`src/rtl/tick_gen_pkg.sv`:
```
// Shared constants and helpers for the tick_gen clock-enable generator.
package tick_gen_pkg;

  localparam logic MODE_PERIODIC = 1'b0;
  localparam logic MODE_ONESHOT  = 1'b1;

  localparam int CNT_W_DEF       = 17;
  localparam int DEFAULT_DIV_DEF = 100000;

  // Channel-index width; a single channel still needs a 1-bit select.
  function automatic int ch_width(input int n);
    return (n > 1) ? $clog2(n) : 1;
  endfunction

endpackage

```
`src/rtl/tick_gen_if.sv`:
```
// Control/status bundle between a tick_gen and the logic that programs it.
interface tick_gen_if
  import tick_gen_pkg::*;
#(
  parameter int NCH   = 4,
  parameter int CNT_W = CNT_W_DEF
);
  localparam int CH_W = ch_width(NCH);

  logic [NCH-1:0]   en;
  logic             wr_en;
  logic [CH_W-1:0]  wr_ch;
  logic [CNT_W-1:0] wr_div;
  logic             wr_mode;
  logic             sync;
  logic [NCH-1:0]   tick;
  logic [NCH-1:0]   done;

  modport master (
    output en, wr_en, wr_ch, wr_div, wr_mode, sync,
    input  tick, done
  );

  modport slave (
    input  en, wr_en, wr_ch, wr_div, wr_mode, sync,
    output tick, done
  );
endinterface

```
`src/rtl/tick_chan.sv`:
```
// One tick channel: programmable divider with periodic or one-shot behaviour.
module tick_chan
  import tick_gen_pkg::*;
#(
  parameter int CNT_W       = CNT_W_DEF,
  parameter int DEFAULT_DIV = DEFAULT_DIV_DEF
) (
  input  logic             clk_in,
  input  logic             clr,
  input  logic             en,
  input  logic             load,
  input  logic [CNT_W-1:0] load_div,
  input  logic             load_mode,
  input  logic             restart,
  output logic             tick,
  output logic             done
);

  logic [CNT_W-1:0] cnt;
  logic [CNT_W-1:0] div;
  logic             mode;
  logic             active;
  logic             terminal;

  assign active   = en && !done && (div != '0);
  // ">=" rather than "==" so a count left beyond the divisor still wraps.
  assign terminal = (cnt >= div - 1'b1);

  always_ff @(posedge clk_in or posedge clr) begin
    if (clr) begin
      cnt  <= '0;
      div  <= CNT_W'(DEFAULT_DIV);
      mode <= MODE_PERIODIC;
      tick <= 1'b0;
      done <= 1'b0;
    end else begin
      if (load) begin
        div  <= load_div;
        mode <= load_mode;
      end

      if (load || restart) begin
        cnt  <= '0;
        tick <= 1'b0;
        done <= 1'b0;
      end else if (active) begin
        if (terminal) begin
          cnt  <= '0;
          tick <= 1'b1;
          if (mode == MODE_ONESHOT) begin
            done <= 1'b1;
          end
        end else begin
          cnt  <= cnt + 1'b1;
          tick <= 1'b0;
        end
      end else begin
        tick <= 1'b0;
      end
    end
  end

endmodule

```
`src/rtl/tick_gen.sv`:
```
// Multi-channel clock-enable generator: write decode, sync fan-out, channel array.
module tick_gen
  import tick_gen_pkg::*;
#(
  parameter int NCH         = 4,
  parameter int CNT_W       = CNT_W_DEF,
  parameter int DEFAULT_DIV = DEFAULT_DIV_DEF
) (
  input  logic     clk_in,
  input  logic     clr,
  tick_gen_if.slave bus
);

  localparam int CH_W = ch_width(NCH);

  logic [NCH-1:0] load;
  logic [NCH-1:0] tick_w;
  logic [NCH-1:0] done_w;

  // Indices at or above NCH match no channel, so such writes fall away.
  always_comb begin
    load = '0;
    for (int i = 0; i < NCH; i++) begin
      load[i] = bus.wr_en && (bus.wr_ch == CH_W'(i));
    end
  end

  for (genvar i = 0; i < NCH; i++) begin : g_chan
    tick_chan #(
      .CNT_W       (CNT_W),
      .DEFAULT_DIV (DEFAULT_DIV)
    ) u_chan (
      .clk_in    (clk_in),
      .clr       (clr),
      .en        (bus.en[i]),
      .load      (load[i]),
      .load_div  (bus.wr_div),
      .load_mode (bus.wr_mode),
      .restart   (bus.sync),
      .tick      (tick_w[i]),
      .done      (done_w[i])
    );
  end

  assign bus.tick = tick_w;
  assign bus.done = done_w;

endmodule
```
`src/flat_wrapper.sv`:
```
// flat-port wrapper written by rule: the top's interface ports become plain ports
module tick_gen_flat import tick_gen_pkg::*;
#(
  parameter int NCH         = 4,
  parameter int CNT_W       = CNT_W_DEF,
  parameter int DEFAULT_DIV = DEFAULT_DIV_DEF
)
  (clk_in, clr, bus_en, bus_wr_en, bus_wr_ch, bus_wr_div, bus_wr_mode, bus_sync, bus_tick, bus_done);
  tick_gen_if #(.NCH(NCH), .CNT_W(CNT_W)) bus_i ();
  input  logic clk_in;
  input  logic clr;
  input wire logic [$bits(bus_i.en)-1:0] bus_en;
  input wire logic [$bits(bus_i.wr_en)-1:0] bus_wr_en;
  input wire logic [$bits(bus_i.wr_ch)-1:0] bus_wr_ch;
  input wire logic [$bits(bus_i.wr_div)-1:0] bus_wr_div;
  input wire logic [$bits(bus_i.wr_mode)-1:0] bus_wr_mode;
  input wire logic [$bits(bus_i.sync)-1:0] bus_sync;
  output wire logic [$bits(bus_i.tick)-1:0] bus_tick;
  output wire logic [$bits(bus_i.done)-1:0] bus_done;
  assign bus_i.en = bus_en;
  assign bus_i.wr_en = bus_wr_en;
  assign bus_i.wr_ch = bus_wr_ch;
  assign bus_i.wr_div = bus_wr_div;
  assign bus_i.wr_mode = bus_wr_mode;
  assign bus_i.sync = bus_sync;
  assign bus_tick = bus_i.tick;
  assign bus_done = bus_i.done;
  tick_gen #(.NCH(NCH), .CNT_W(CNT_W), .DEFAULT_DIV(DEFAULT_DIV)) u_core (.clk_in(clk_in), .clr(clr), .bus(bus_i));
endmodule
```
`config.mk`:
```
export PLATFORM = sky130hd
export DESIGN_NAME = tick_gen_flat
export DESIGN_NICKNAME = d
export VERILOG_FILES = /design/src/rtl/tick_gen_pkg.sv /design/src/rtl/tick_gen_if.sv /design/src/rtl/tick_chan.sv /design/src/rtl/tick_gen.sv /design/src/flat_wrapper.sv
export SDC_FILE = /design/constraint.sdc
export NUM_CORES = 1
export LEC_CHECK = 0
export CAP_MARGIN = 40
export CORE_MARGIN = 8
export CORE_UTILIZATION = 60
export DETAILED_ROUTE_END_ITERATION = 6
export DONT_BUFFER_PORTS = 1
export PLACE_DENSITY = 0.76
export SLEW_MARGIN = 20
export SYNTH_ARGS = -nofsm -noshare
export SYNTH_HDL_FRONTEND = slang
export SYNTH_SLANG_ARGS = --single-unit
```
`constraint.sdc`:
```
create_clock -name clk_in -period 13 [get_ports clk_in]
set_clock_uncertainty 0.1 [all_clocks]
set_input_delay 2.6 -clock clk_in [delete_from_list [all_inputs] [get_ports clk_in]]
set_output_delay 2.6 -clock clk_in [all_outputs]
set_load 0.05 [all_outputs]
```
==> results summary, run 1 <==
Clock latency on the worst-skew pair, taken at its later pin, is 0.43 ns. The classification of the worst setup path is input pin to flip-flop. The count of synthesis-stage warnings from yosys is 0.

Summing the areas of all compound-gate instances in the mapped netlist gives 11.24% of the synthesized area. TritonCTS created 17 clock buffers. The first detailed-routing pass took 5 iterations.

The min-delay analysis places its worst path in the category flip-flop to flip-flop. TritonCTS built the clock tree. In this run the horizontal extent of the chip is 142.1 um. The number of standard-cell rows in the floorplan came out at 46. The required time of the worst setup path is 13.26 ns. The area share of fa/ha/maj cells after synthesis is 9.967%. The transition time at the pin with the least slew margin is 0.6789 ns. The routed length per instance is 17.23 um. The power density over the cells came out at 123.4 nW/um2. The number of buffers inserted by port buffering is 0. Of the total power, the share spent switching nets is 29.24%. The part of the total power dissipated in sequential elements is 45.1%. Summed over all nets, the half-perimeter wirelength after detailed placement is 14670 um. The boundary pin count is 36. The total overflow reported by the global router is 0. The finished cells cover 10330 um2. The mean instance size in the synthesized netlist came out at 10.21 um2.

The number of max-slew violations in the final report is 0. The total routing resource utilization after global routing is 21.56%. For this design the static power due to leakage is 4.326 nW. The source of the worst hold timing path is u_core.g_chan[3].u_chan.mode$_DFFE_PP0P_. The highest fanout seen on the critical path came out at 21. sky130_fd_sc_hd__dfrtp_1 is the most common cell in the netlist.

Global routing consumed, on the met2 layer, 35.36% of the routing resources. The maximum number of pins on one net before global-route repair is 69. Setup violations remaining at the end of the flow were counted as 0.

The endpoint type of the worst setup path is a flip-flop. The dominant combinational cell family by area after synthesis is simple AND/OR/NAND/NOR gates. The number of sinks on the clock net came out at 148. The number of global-route vias before repair is 6875. The flow ran to the end, and the final reports show no timing, DRC or antenna violations. The minimum setup slack after placement came out at 7.430 ns. The depth of the most critical reg-to-reg path is 13. The number of inserted diodes came out at 0.

The final setup TNS is 0 ns. For this block, the initial DRC count from the detailed router was 320. Setup repair after global routing left no endpoint under its margin.

The share of Yosys cell area claimed by the top area cell type came out at 32.52%. Yosys attributes the largest share of cell area to sky130_fd_sc_hd__dfrtp_1, sky130_fd_sc_hd__ha_1, sky130_fd_sc_hd__mux2_2, sky130_fd_sc_hd__dfstp_2, sky130_fd_sc_hd__xnor2_1. The share of the cycle needed by the critical path after routing is 35.06%. After technology mapping, the gate count stands at 934. The internal power is 0.0009020 W. The worst flop-to-flop path startpoint is u_core.g_chan[3].u_chan.div[2]$_DFFE_PP0P_.

Summing the areas of all xor and xnor instances in the mapped netlist gives 7.803% of the synthesized area. The final critical-path required period is 4.557 ns. The part of the power in the clock network came out at 37.6%. Across all setup checks in the final design, the least slack found is 8.443 ns.

The overall routed net length is 20070 um. The number of antenna violations at the first check in global routing came out at 0. The basic-gate share of the synthesized area counting and, or, nand and nor cells is 20.55%. The number of buffers inserted to repair setup after CTS is 0. The share of layout cells above drive strength 1 came out at 19.39%. met2 is the most crowded layer. Of the total power, combinational logic draws 17.3%. The starting utilization of the core area came out at 60.72%. Sorting the synthesized cells by how often they occur yields sky130_fd_sc_hd__dfrtp_1, sky130_fd_sc_hd__nand2_1, sky130_fd_sc_hd__ha_1, sky130_fd_sc_hd__nor2_1, sky130_fd_sc_hd__mux2_2.

After floorplanning, the core was sized to cover 15710 um2. The number of vias per cell after detailed routing came out at 5.860. The first-pass GRT wire length came out at 34700 um. The met3 usage came out at 5.267%. The placer congestion estimate came out at 0.8324.

The share of synthesized registers carrying an async set or reset is 100.0%. Timing would allow up to 219.4 MHz. The power consumption is 0.001275 W. The routed layout has 6827 vias.

The biggest area contributor in the post-synthesis netlist is sky130_fd_sc_hd__dfrtp_1. The placed instances occupy a cell area of 9724 um2. The final-stage net count came out at 1040. The post-synthesis cell type count came out at 73. Synthesis inferred 148 register bits. VDD sags by at most 103.7 uV. Final hold analysis gives a worst-case slack of 0.4113 ns. The synthesized netlist net count is 1038. The number of flops mapped to enable cells by yosys came out at 0.

The count of nets left with antenna violations after detail routing is 0. After clock tree synthesis, the clock-pin slew on the worst setup and hold paths is 0.06 ns. The max-capacitance violation count is 0. For flop-to-flop paths, the worst setup slack is 8.64 ns. The layout overhead on the synthesized area came out at 8.249%. Counting instances, the worst hold path has a depth of 1. The sequential-to-total area share from yosys stat came out at 39.13%. The number of H-tree levels came out at 4. The number of hold buffers added after cts came out at 0. The terminus of the critical flop-to-flop path is u_core.g_chan[3].u_chan.cnt[13]$_DFFE_PP0P_.

The most used flip-flop cell after synthesis is sky130_fd_sc_hd__dfrtp_1. The worst setup path is launched from an input pin. The arrival time at the worst endpoint came out at 4.82 ns. The buffer cell driving the clock tree root is sky130_fd_sc_hd__clkbuf_16. The end of the worst hold path is u_core.g_chan[3].u_chan.mode$_DFFE_PP0P_.

The deepest clock path buffer count is 2. The combined area of all synthesized cells came out at 9540 um2. The number of hold-slack violations in the final timing report came out at 0. The number of instances resized during post-cts repair came out at 0. Of the post-synthesis cell area, the part taken by muxes is 8.590%. The max-slew headroom at the worst pin came out at 54.69%.

The number of fill cells is 1209. The area of the die came out at 20190 um2. The floorplan step set the die height to 142.1 um. The number of DRC violations after detailed routing is 0. The met1 global-route usage came out at 27.62%. The switching power of the nets came out at 0.0003728 W.
[final cells by class]
type / instances / area, um2 / area share, %
clock buffer: 19 / 452.9 / 4.386
clock inverter: 13 / 122.6 / 1.187
inverter: 26 / 102.6 / 0.9935
multi-input combinational: 734 / 5553 / 53.77
sequential: 148 / 3734 / 36.15
tap: 216 / 270.3 / 2.617
timing repair buffer: 9 / 92.59 / 0.8965
[power groups by stage]
stage	logic, W	clock network (W)	registers (W)
6_report	0.000221	0.000479	0.000575
3_5_place_dp	0.000219	0	0.000581
3_3_place_gp	0.000209	0	0.000579
5_1_grt	0.000251	0.000507	0.000583
4_1_cts	0.000223	0.000486	0.000574
2_1_floorplan	0.000183	0	0.000566
[worst max path at each step]
| stage | slack (ns) | end | start | cells after the start |
|---|---|---|---|---|
| 6_report | 8.44 | u_core.g_chan[3].u_chan.cnt[13]$_DFFE_PP0P_ | bus_wr_en | 7 |
| 5_1_grt | 8.24 | u_core.g_chan[3].u_chan.cnt[2]$_DFFE_PP0P_ | bus_wr_ch[0] | 7 |
| 4_1_cts | 7.90 | u_core.g_chan[3].u_chan.cnt[13]$_DFFE_PP0P_ | bus_wr_en | 6 |
| 3_5_place_dp | 7.43 | u_core.g_chan[3].u_chan.cnt[13]$_DFFE_PP0P_ | bus_wr_en | 6 |
| 3_3_place_gp | 7.47 | u_core.g_chan[3].u_chan.cnt[13]$_DFFE_PP0P_ | bus_wr_en | 6 |
| 2_1_floorplan | 6.36 | u_core.g_chan[0].u_chan.cnt[0]$_DFFE_PP0P_ | clr | 1 |
[placed cells by master, fill, tap and decap left out, types with 4 or more instances in the layout]
master / count
sky130_fd_sc_hd__a31oi_1: 4
sky130_fd_sc_hd__clkinvlp_4: 4
sky130_fd_sc_hd__dfstp_2: 24
sky130_fd_sc_hd__nor3_1: 33
sky130_fd_sc_hd__and4_1: 5
sky130_fd_sc_hd__inv_1: 24
sky130_fd_sc_hd__nor2_1: 76
sky130_fd_sc_hd__nand3_1: 39
sky130_fd_sc_hd__inv_6: 5
sky130_fd_sc_hd__nor4_1: 14
sky130_fd_sc_hd__xor2_1: 38
sky130_fd_sc_hd__mux2_2: 71
sky130_fd_sc_hd__o31ai_1: 8
sky130_fd_sc_hd__nand4_1: 21
sky130_fd_sc_hd__o2bb2a_4: 7
sky130_fd_sc_hd__or3_1: 11
sky130_fd_sc_hd__xnor2_1: 47
sky130_fd_sc_hd__nor2b_1: 13
sky130_fd_sc_hd__clkbuf_16: 17
sky130_fd_sc_hd__nor3b_1: 6
sky130_fd_sc_hd__buf_4: 5
sky130_fd_sc_hd__nor4b_1: 4
sky130_fd_sc_hd__nand2b_1: 10
sky130_fd_sc_hd__and3_1: 8
sky130_fd_sc_hd__dfrtp_1: 124
sky130_fd_sc_hd__or4_1: 5
sky130_fd_sc_hd__o21ai_0: 34
sky130_fd_sc_hd__o31ai_2: 7
sky130_fd_sc_hd__a21o_1: 7
sky130_fd_sc_hd__nand2_1: 81
sky130_fd_sc_hd__ha_1: 76
sky130_fd_sc_hd__a21oi_1: 39
[layer usage]
metal | part of all wire (%) | vias up
met1 | 46 | 3305
met5 | 0 | -
met4 | 1.3 | 0
li1 | - | 3405
met2 | 49 | 92
met3 | 3.8 | 25
[stage by stage]
stage / instances / utilization [%]
after detailed placement: 1130 / 61.89
after CTS: 1162 / 65.55
after global placement: 1128 / 61.67
after floorplan: 934 / -
after global routing: 1165 / 65.73
final: 1165 / 65.73
[registers in the layout (all words and copies together), names as in the netlist]
register,flops
u_core.g_chan.u_chan.done,4
u_core.g_chan.u_chan.cnt,68
u_core.g_chan.u_chan.div,68
u_core.g_chan.u_chan.tick,4
u_core.g_chan.u_chan.mode,4
[worst max-delay path: stages]
cell,delay (ns)
sky130_fd_sc_hd__nand3_1,0.17
sky130_fd_sc_hd__buf_8,0.22
sky130_fd_sc_hd__nand2b_1,0.48
sky130_fd_sc_hd__nor2_2,0.31
sky130_fd_sc_hd__or3_1,0.57
sky130_fd_sc_hd__or3b_1,0.39
sky130_fd_sc_hd__nand2_1,0.07
[cell families after synthesis]
family | Yosys count
DFF | 148
AOI/OAI and AO/OA | 142
and+or+nand+nor | 358
adders and majority gates | 76
xor gates and xnor gates | 85
muxes | 73
buffers and inverters | 52
No activity file was read; power rests on OpenSTA's default activity.
==> run 2: changes to the inputs <==
--- a/config.mk
+++ b/config.mk
@@ -7,10 +7,10 @@
 export LEC_CHECK = 0
 export CAP_MARGIN = 40
 export CORE_MARGIN = 8
-export CORE_UTILIZATION = 60
+export CORE_UTILIZATION = 59
 export DETAILED_ROUTE_END_ITERATION = 6
 export DONT_BUFFER_PORTS = 1
-export PLACE_DENSITY = 0.76
+export PLACE_DENSITY = 0.78
 export SLEW_MARGIN = 20
 export SYNTH_ARGS = -nofsm -noshare
 export SYNTH_HDL_FRONTEND = slang
==> constraint.sdc (replaced) <==
create_clock -name clk_in -period 3.9 [get_ports clk_in]
set_clock_uncertainty 0.1 [all_clocks]
set_input_delay 0.78 -clock clk_in [delete_from_list [all_inputs] [get_ports clk_in]]
set_output_delay 0.78 -clock clk_in [all_outputs]
set_load 0.05 [all_outputs]
==> run 2 against run 1 <==
Total power grew to 3.6 times the previous value. Sequential cell count is the same. Core utilization grew 3.4 points. Routed wire length grew 12%. Worst setup slack lost 8.4 ns. Largest power group unchanged. Register-to-register slack lost 8.6 ns. Critical path depth grew 7. Clock-buffer cell count shrank 1. The run now ends with setup timing left. Largest cell class unchanged. Sequential power grew to 3.4 times the previous value. Sequential share of layout area shrank 2.0 points. Die area grew 1.5%. First-iteration DRC count grew 32%.
==> results summary, run 2 (synthesized netlist as in run 1, its figures left out) <==
The launch point of the worst path is u_core.g_chan[2].u_chan.div[4]$_DFFE_PP0P_. The max-capacitance violation count is 0 (unchanged). The kind of cell with the highest combined delay on the critical path is simple AND/OR/NAND/NOR gates.

The CTS tree is yes. The horizontal die dimension is 143.2 um (+0.75%). The highest fanout seen on the critical path came out at 6 (-71%). The number of global-route vias before repair is 6928 (+0.77%).

The final-stage net count was 1077 (+3.6%). The boundary pin count came out at 36 (unchanged). The iteration-0 DRC count of the detailed router is 422 (+32%). The number of H-tree levels is 4 (unchanged). The overall die height is 143.2 um (+0.75%).

The total routing resource utilization after global routing is 21.55% (about the same). The count of non-filler cells in the finished layout came out at 1202 (+3.2%). The peak supply drop came to 370.4 uV (+260%). The transition time at the pin with the least slew margin came out at 1.027 ns (+0.3485 ns). The number of sinks on the clock net came out at 148 (unchanged). The placer congestion estimate came to 0.8517 (+2.3%).

The classification of the worst setup path is flip-flop to flip-flop. The number of antenna violations at the first check in global routing came out at 0 (unchanged). The number of vias per cell after detailed routing came to 6.050 (+3.2%). The internal power is 0.003308 W (+270%). The clock transition time at the flip-flop clock pins of the worst setup and hold paths is 0.06 ns (about the same). In this run the worst hold path is classified as input pin to async pin. The count of nets left with antenna violations after detail routing came out at 0 (unchanged). The detailed placement HPWL came to 15110 um (+3.0%). Setup repair after global routing could not meet its margin everywhere. The number of fill cells came out at 1120 (-7.4%). The nature of the critical path startpoint is a flip-flop. The routed length per instance is 18.64 um (+8.2%). The minimum setup slack after placement is 0.007193 ns (-7.422 ns).

The final critical-path required period is 3.902 ns. The first-pass GRT wire length is 34800 um (+0.28%). The final number of setup-violating endpoints is 2 (+2). The arrival time at the worst endpoint came out at 4.12 ns (-0.70 ns).

The power density over the cells is 422.2 nW/um2 (+240%). The deepest clock path buffer count is 2 (unchanged). The tree is rooted in a sky130_fd_sc_hd__clkbuf_16.

The sequential cell area in the final layout is 3736 um2 (about the same). The signal on the critical path passes through buf_4 > or4b_4 > nor4_4 > inv_1 > or4_4 > xor2_1 > ha_1 > a21o_1 > a31oi_1 > or3_1 > o22a_2 > o21ai_4 > clkbuf_16 > nor2_1. The required time of the worst setup path was 4.12 ns (-9.14 ns). The area of the die came out at 20490 um2 (+1.5%). The part of the power in combinational logic came out at 18.2% (+0.9 points).

The number of DRC violations after detailed routing came to 0 (unchanged). The switching power of the nets came out at 0.001312 W (+250%). The clock latency of the later-clocked register in the worst-skew pair was 0.43 ns (about the same).

The layout overhead on the synthesized area is 14.68%. The total overflow reported by the global router is 0 (unchanged). The starting utilization of the core area is 60.28% (-0.44 points). The number of buffers inserted by port buffering came out at 0 (unchanged). The area of the multi-input gates came out at 5734 um2 (+3.3%). The slack of the critical path came out at -0.002387 ns (-8.445 ns).

Of the available clock period, the critical path in the final layout requires 100.1%. The cell leakage power is 4.634 nW (+7.1%). The number of standard-cell rows in the floorplan came out at 46 (unchanged). In the final layout, the registers with the most flip-flops are u_core.g_chan.u_chan.cnt: 68 flops, u_core.g_chan.u_chan.div: 68 flops.

In this run the critical register-to-register path is launched from u_core.g_chan[2].u_chan.div[4]$_DFFE_PP0P_. The library cell used most frequently in the layout, excluding fill and tap cells, is sky130_fd_sc_hd__dfrtp_1. The endpoint type of the worst setup path is a flip-flop. The switching share of total power came out at 28.40% (-0.84 points). The overall routed net length is 22410 um (+12%). The share of layout cells above drive strength 1 is 25.25% (+5.9 points). The core area came out at 15830 um2 (+0.73%). The number of inserted diodes is 0 (unchanged). The maximum number of pins on one net before global-route repair is 66 (-4.3%). The maximum clock frequency is 256.3 MHz. In the layout the commonest cells are sky130_fd_sc_hd__dfrtp_1, sky130_fd_sc_hd__nand2_1, sky130_fd_sc_hd__nor2_1, sky130_fd_sc_hd__ha_1, sky130_fd_sc_hd__mux2_2. The number of max-slew violations in the final report is 0 (unchanged). The number of buffer and inverter stages on the critical path came out at 3 (+2). The max-slew headroom at the worst pin is 30.88% (-24 points).

The number of buffers inserted during clock tree synthesis came out at 17 (unchanged). The routed via count is 7272 (+6.5%). The final reports fail on setup timing. The run finished, with violations left. The part of the power in the clock network came to 39.8% (+2.2 points). The total iterations of the first detailed-routing run came to 5 (unchanged). The placed instance count is 1146 (+1.4%).

The largest individual stage delay along the critical path comes from the cell sky130_fd_sc_hd__or4b_4. The stage delay of the slowest cell on the critical path is 0.54 ns (-0.03 ns). The number of hold-slack violations in the final timing report was 0 (unchanged).

The part of the total power dissipated in sequential elements came out at 41.9% (-3.2 points).
[run 2: cell count changes in the layout (fill, tap and decap cells not counted), moves of 3 or more]
cell,delta
sky130_fd_sc_hd__buf_12,+3
sky130_fd_sc_hd__buf_4,+31
sky130_fd_sc_hd__buf_6,+4
sky130_fd_sc_hd__nor3_1,-6
sky130_fd_sc_hd__bufinv_16,+4
sky130_fd_sc_hd__nor3_2,+4
sky130_fd_sc_hd__nand2_1,-3
[run 2: metrics by stage]
stage          hold slack (ns)    TNS, ns  utilization [%]  instance area, um2  power (W)
2_1_floorplan           0.3732          0                -                9550   0.002498
3_3_place_gp            0.3943          0            62.32                9864   0.002662
3_5_place_dp            0.4000          0            62.32                9864   0.002699
4_1_cts                 0.2677          0            66.56               10540   0.004555
5_1_grt                 0.1959     -2.365            69.12               10940   0.004818
6_report                0.2041  -0.003857            69.12               10940   0.004619
[run 2: layout make-up]
class,count,share of cell area [%]
flip-flops and latches,148,34.15
repair buffers,46,3.980
multi-input cells,734,52.41
clock inverters,14,2.047
clock buffers,18,4.014
well taps,216,2.470
inverters,26,0.9263
[run 2: per-layer routing]
layer / wire [um] / share of wire (%) / vias to the layer above / GRT usage (%)
li1: - / - / 3472 / -
met1: 9828 / 44 / 3570 / 27.21
met2: 11130 / 50 / 188 / 35.36
met3: 936 / 4.2 / 42 / 4.107
met4: 515 / 2.3 / 0 / 9.284
met5: 0 / 0 / - / 0
[run 2: power groups by stage]
stage | clock network [W] | registers (W) | logic (W)
finish | 0.00184 | 0.00194 | 0.000842
global route | 0.00193 | 0.00196 | 0.000930
CTS | 0.00186 | 0.00192 | 0.000774
detailed placement | 0 | 0.00194 | 0.000758
global placement | 0 | 0.00193 | 0.000730
floorplan | 0 | 0.00189 | 0.000610
[run 2: repair_timing]
action,in CTS,in global routing
gates resized for setup,3,47
setup buffers,0,21
pin swaps,3,21
setup endpoints to repair,26,62
cloned,0,2
hold buffers,0,0
[run 2: path summary, 6_finish.rpt]
path | endpoint | slack (ns) | cells past startpoint
min in group clk_in | u_core.g_chan[0].u_chan.div[1]$_DFFE_PP0P_ | 0.37 | 2
max in group asynchronous | u_core.g_chan[3].u_chan.div[7]$_DFFE_PP1P_ | 2.96 | 3
setup reg to reg | u_core.g_chan[2].u_chan.cnt[7]$_DFFE_PP0P_ | -0.002 | 14
hold reg to reg | u_core.g_chan[0].u_chan.mode$_DFFE_PP0P_ | 0.42 | 1
setup / recovery | u_core.g_chan[2].u_chan.cnt[7]$_DFFE_PP0P_ | -0.002 | 14
hold / removal | u_core.g_chan[3].u_chan.div[15]$_DFFE_PP1P_ | 0.20 | 1
==> run 3: changes to the inputs <==
--- a/config.mk
+++ b/config.mk
@@ -7,10 +7,9 @@
 export LEC_CHECK = 0
 export CAP_MARGIN = 40
 export CORE_MARGIN = 8
-export CORE_UTILIZATION = 59
+export CORE_UTILIZATION = 56
 export DETAILED_ROUTE_END_ITERATION = 6
-export DONT_BUFFER_PORTS = 1
-export PLACE_DENSITY = 0.78
+export PLACE_DENSITY = 0.77
 export SLEW_MARGIN = 20
 export SYNTH_ARGS = -nofsm -noshare
 export SYNTH_HDL_FRONTEND = slang
==> run 3 against run 2 <==
The flow now finishes without violations. Critical path depth rose by 2. Total power shrank 4.7%. Core utilization shrank 2.8 points. Sequential cell count stayed put. Die area rose by 4.8%. Combinational power up 1%. Clock-buffer cell count rose by 2. Worst setup slack better by 0.012 ns.
==> results summary, run 3 (synthesized netlist as in run 1, its figures left out) <==
The run finished with clean final reports. The kind of cell with the highest combined delay on the critical path is simple AND/OR/NAND/NOR gates. The transition time at the pin with the least slew margin came out at 0.6119 ns (-0.4155 ns). Leaving out fill and tap cells, the most frequent cells in the layout are sky130_fd_sc_hd__dfrtp_1, sky130_fd_sc_hd__nand2_1, sky130_fd_sc_hd__ha_1, sky130_fd_sc_hd__mux2_2, sky130_fd_sc_hd__nor2_1. The number of sinks on the clock net was 148 (unchanged). The starting utilization of the core area came out at 57.33% (-3.0 points).

The routed length per instance is 17.46 um (-6.3%). The slowest stage of the critical path is the sky130_fd_sc_hd__or3_4 cell. The overall routed net length was 21440 um (-4.3%). The part of the power in combinational logic came out at 19.4% (+1.2 points). The cell leakage power was 4.622 nW (-0.26%). The setup slack of the most critical reg-to-reg path was 0.009 ns (about the same). The area of the die came out at 21470 um2 (+4.8%). In this run the clock root is driven by a sky130_fd_sc_hd__clkbuf_16. The worst register-to-register path begins at u_core.g_chan[1].u_chan.div[3]$_DFFE_PP0P_. The first-pass GRT wire length came out at 35180 um (+1.1%). STA classifies the critical path endpoint as a flip-flop. The worst-case hold slack came out at 0.4145 ns (+0.2104 ns). The layout overhead on the synthesized area is 15.66%.

The number of global-route vias before repair is 7174 (+3.6%). The max-capacitance violation count came to 0 (unchanged). Setup repair after global routing could not meet its margin everywhere. The total overflow reported by the global router came out at 0 (unchanged). The number of H-tree levels was 4 (unchanged). The number of inserted diodes is 0 (unchanged). The number of fill cells came out at 1250 (+12%). The total iterations of the first detailed-routing run came to 5 (unchanged). The clock transition time at the flip-flop clock pins of the worst setup and hold paths came out at 0.06 ns (about the same).

The number of buffers inserted by port buffering came to 35 (+35). The placed instance count is 1184 (+3.3%). Leaving out fill and tap cells, the most frequent cell in the layout is sky130_fd_sc_hd__dfrtp_1. The number of DRC violations after detailed routing was 0 (unchanged). The highest fanout seen on the critical path is 6 (unchanged).

The boundary pin count came out at 36 (unchanged). The depth of the most critical reg-to-reg path is 16 (+2). The maximum clock frequency is 257.0 MHz (+0.30%).

The core area came out at 16640 um2 (+5.1%). The iteration-0 DRC count of the detailed router is 462 (+9.5%). The internal power came out at 0.003087 W (-6.7%). The part of the power in the clock network was 36.9% (-2.9 points). The slack of the critical path is 0.009269 ns (+0.01166 ns). The total routing resource utilization after global routing was 19.99% (-1.6 points).

The detailed placement HPWL is 15400 um (+1.9%). STA classifies the critical path startpoint as a flip-flop. The number of buffer and inverter stages on the critical path came out at 1 (-2). The final-stage net count came out at 1099 (+2.0%). The share of layout cells above drive strength 1 came out at 22.92% (-2.3 points). The share of the cycle needed by the critical path after routing came out at 99.76% (-0.30 points). The stage delay of the slowest cell on the critical path is 0.43 ns (-0.11 ns). The minimum setup slack after placement is -0.002782 ns (-0.009975 ns). The deepest clock path buffer count was 2 (unchanged). The routed via count came to 7333 (+0.84%). The max-slew headroom at the worst pin is 58.83% (+28 points).

The count of non-filler cells in the finished layout came out at 1228 (+2.2%). The most critical setup path has its startpoint at u_core.g_chan[1].u_chan.div[3]$_DFFE_PP0P_. The peak supply drop came out at 369.1 uV (-0.37%). The setup path with the least slack is of type flip-flop to flip-flop. The maximum number of pins on one net before global-route repair came out at 70 (+6.1%). The signal on the critical path passes through or3_4 > nor3_4 > nand2b_1 > or3b_4 > or2_4 > nor4_4 > xnor2_1 > ha_1 > nand4_1 > nor4_1 > o221ai_1 > and4b_2 > nand2b_4 > nand2_4 > buf_6 > nor2_1. The number of vias per cell after detailed routing came out at 5.971 (-1.3%). The terminus of the critical flop-to-flop path is u_core.g_chan[1].u_chan.cnt[5]$_DFFE_PP0P_.

The worst hold path belongs to the class flip-flop to flip-flop. The largest registers in the layout are u_core.g_chan.u_chan.cnt: 68 flops, u_core.g_chan.u_chan.div: 68 flops. The arrival time at the worst endpoint came out at 4.10 ns (-0.02 ns). The overall die height came to 146.5 um (+2.4%). The required time of the worst setup path was 4.11 ns (about the same). The number of logic stages on the critical path including buffering came out at 16 (+2). The number of max-slew violations in the final report was 0 (unchanged). The number of antenna violations at the first check in global routing was 0 (unchanged).

In this run the worst setup path terminates at u_core.g_chan[1].u_chan.cnt[5]$_DFFE_PP0P_. The placer congestion estimate is 0.8328 (-2.2%). The final number of setup-violating endpoints came out at 0 (-2).

The number of standard-cell rows in the floorplan is 47 (+2.2%). The final critical-path required period is 3.891 ns (-0.01166 ns). The number of buffers inserted during clock tree synthesis is 17 (unchanged). The clock latency of the later-clocked register in the worst-skew pair came to 0.43 ns (about the same). The number of hold-slack violations in the final timing report was 0 (unchanged). The power density over the cells came out at 399.1 nW/um2 (-5.5%).

The CTS tree is yes. The switching share of total power came out at 29.90% (+1.5 points). The horizontal die dimension is 146.5 um (+2.4%).

The count of nets left with antenna violations after detail routing was 0 (unchanged). The part of the total power dissipated in sequential elements came out at 43.8% (+1.9 points). The switching power of the nets is 0.001317 W (+0.38%).
==> run 3: cell types whose count changed in the layout (fill, tap and decap cells not counted), sizes merged <==
cell           change
clkdlybuf4s50     +35
buf               -13
bufinv             -4
clkbuf             +2
clkinvlp           +2
==> run 3: worst min path at each step <==
stage / start / end / cells after the start
2_1_floorplan: u_core.g_chan[0].u_chan.done$_DFFE_PP0P_ / u_core.g_chan[0].u_chan.done$_DFFE_PP0P_ / 2
3_3_place_gp: u_core.g_chan[2].u_chan.mode$_DFFE_PP0P_ / u_core.g_chan[2].u_chan.mode$_DFFE_PP0P_ / 1
3_5_place_dp: u_core.g_chan[2].u_chan.mode$_DFFE_PP0P_ / u_core.g_chan[2].u_chan.mode$_DFFE_PP0P_ / 1
4_1_cts: u_core.g_chan[2].u_chan.mode$_DFFE_PP0P_ / u_core.g_chan[2].u_chan.mode$_DFFE_PP0P_ / 1
5_1_grt: u_core.g_chan[2].u_chan.mode$_DFFE_PP0P_ / u_core.g_chan[2].u_chan.mode$_DFFE_PP0P_ / 1
6_report: u_core.g_chan[2].u_chan.mode$_DFFE_PP0P_ / u_core.g_chan[2].u_chan.mode$_DFFE_PP0P_ / 1
==> run 3: cell type report <==
| type | count | area [um2] | share of cell area [%] |
|---|---|---|---|
| Multi-Input combinational cell | 734 | 5668 | 51.37 |
| Sequential cell | 148 | 3734 | 33.84 |
| Timing Repair Buffer | 68 | 668.1 | 6.055 |
| Clock buffer | 20 | 466.7 | 4.230 |
| Tap cell | 220 | 275.3 | 2.495 |
| Clock inverter | 12 | 121.4 | 1.100 |
| Inverter | 26 | 101.3 | 0.9185 |
==> run 3: worst reg2reg max path: stages (launching register included) <==
cell and delay [ns]:
sky130_fd_sc_hd__dfrtp_1 0.40, sky130_fd_sc_hd__or3_4 0.43, sky130_fd_sc_hd__nor3_4 0.19, sky130_fd_sc_hd__nand2b_1 0.11
sky130_fd_sc_hd__or3b_4 0.40, sky130_fd_sc_hd__or2_4 0.28, sky130_fd_sc_hd__nor4_4 0.23, sky130_fd_sc_hd__xnor2_1 0.12
sky130_fd_sc_hd__ha_1 0.30, sky130_fd_sc_hd__nand4_1 0.10, sky130_fd_sc_hd__nor4_1 0.29, sky130_fd_sc_hd__o221ai_1 0.15
sky130_fd_sc_hd__and4b_2 0.26, sky130_fd_sc_hd__nand2b_4 0.16, sky130_fd_sc_hd__nand2_4 0.08, sky130_fd_sc_hd__buf_6 0.13
sky130_fd_sc_hd__nor2_1 0.05
==> run 3: repair_timing <==
action / 4_1_cts / 5_1_grt
hold buffers: 0 / 0
setup endpoints to repair: 22 / 47
hold endpoints to repair: 0 / 0
resized for setup: 1 / 35
cloned: 0 / 2
pin swaps: 1 / 24
buffers inserted: 0 / 9
==> run 3: stage by stage <==
stage                     util (%)  setup TNS [ns]  power (W)  area, um2
after floorplan                  -               0   0.002498       9550
after global routing         66.30          -3.355   0.004601      11030
after detailed placement     61.29        -0.01108   0.002749      10200
after global placement       61.29               0   0.002709      10200
after CTS                    64.83               0   0.004386      10790
final                        66.30               0   0.004404      11030
==> run 3: power by group through the flow <==
stage | Combinational (W) | Sequential [W] | Clock, W
after floorplan | 0.000610 | 0.00189 | 0
after global placement | 0.000779 | 0.00193 | 0
after detailed placement | 0.000811 | 0.00194 | 0
after CTS | 0.000824 | 0.00192 | 0.00165
after global routing | 0.000944 | 0.00195 | 0.00171
final | 0.000853 | 0.00193 | 0.00162
==> run 3: routing by layer <==
metal	share of wire [%]	global-route usage, %	routed length [um]
met1	45	26.08	9714
met2	49	32.52	10570
met5	0	0	0
met4	1.6	7.058	344
met3	3.8	3.863	808
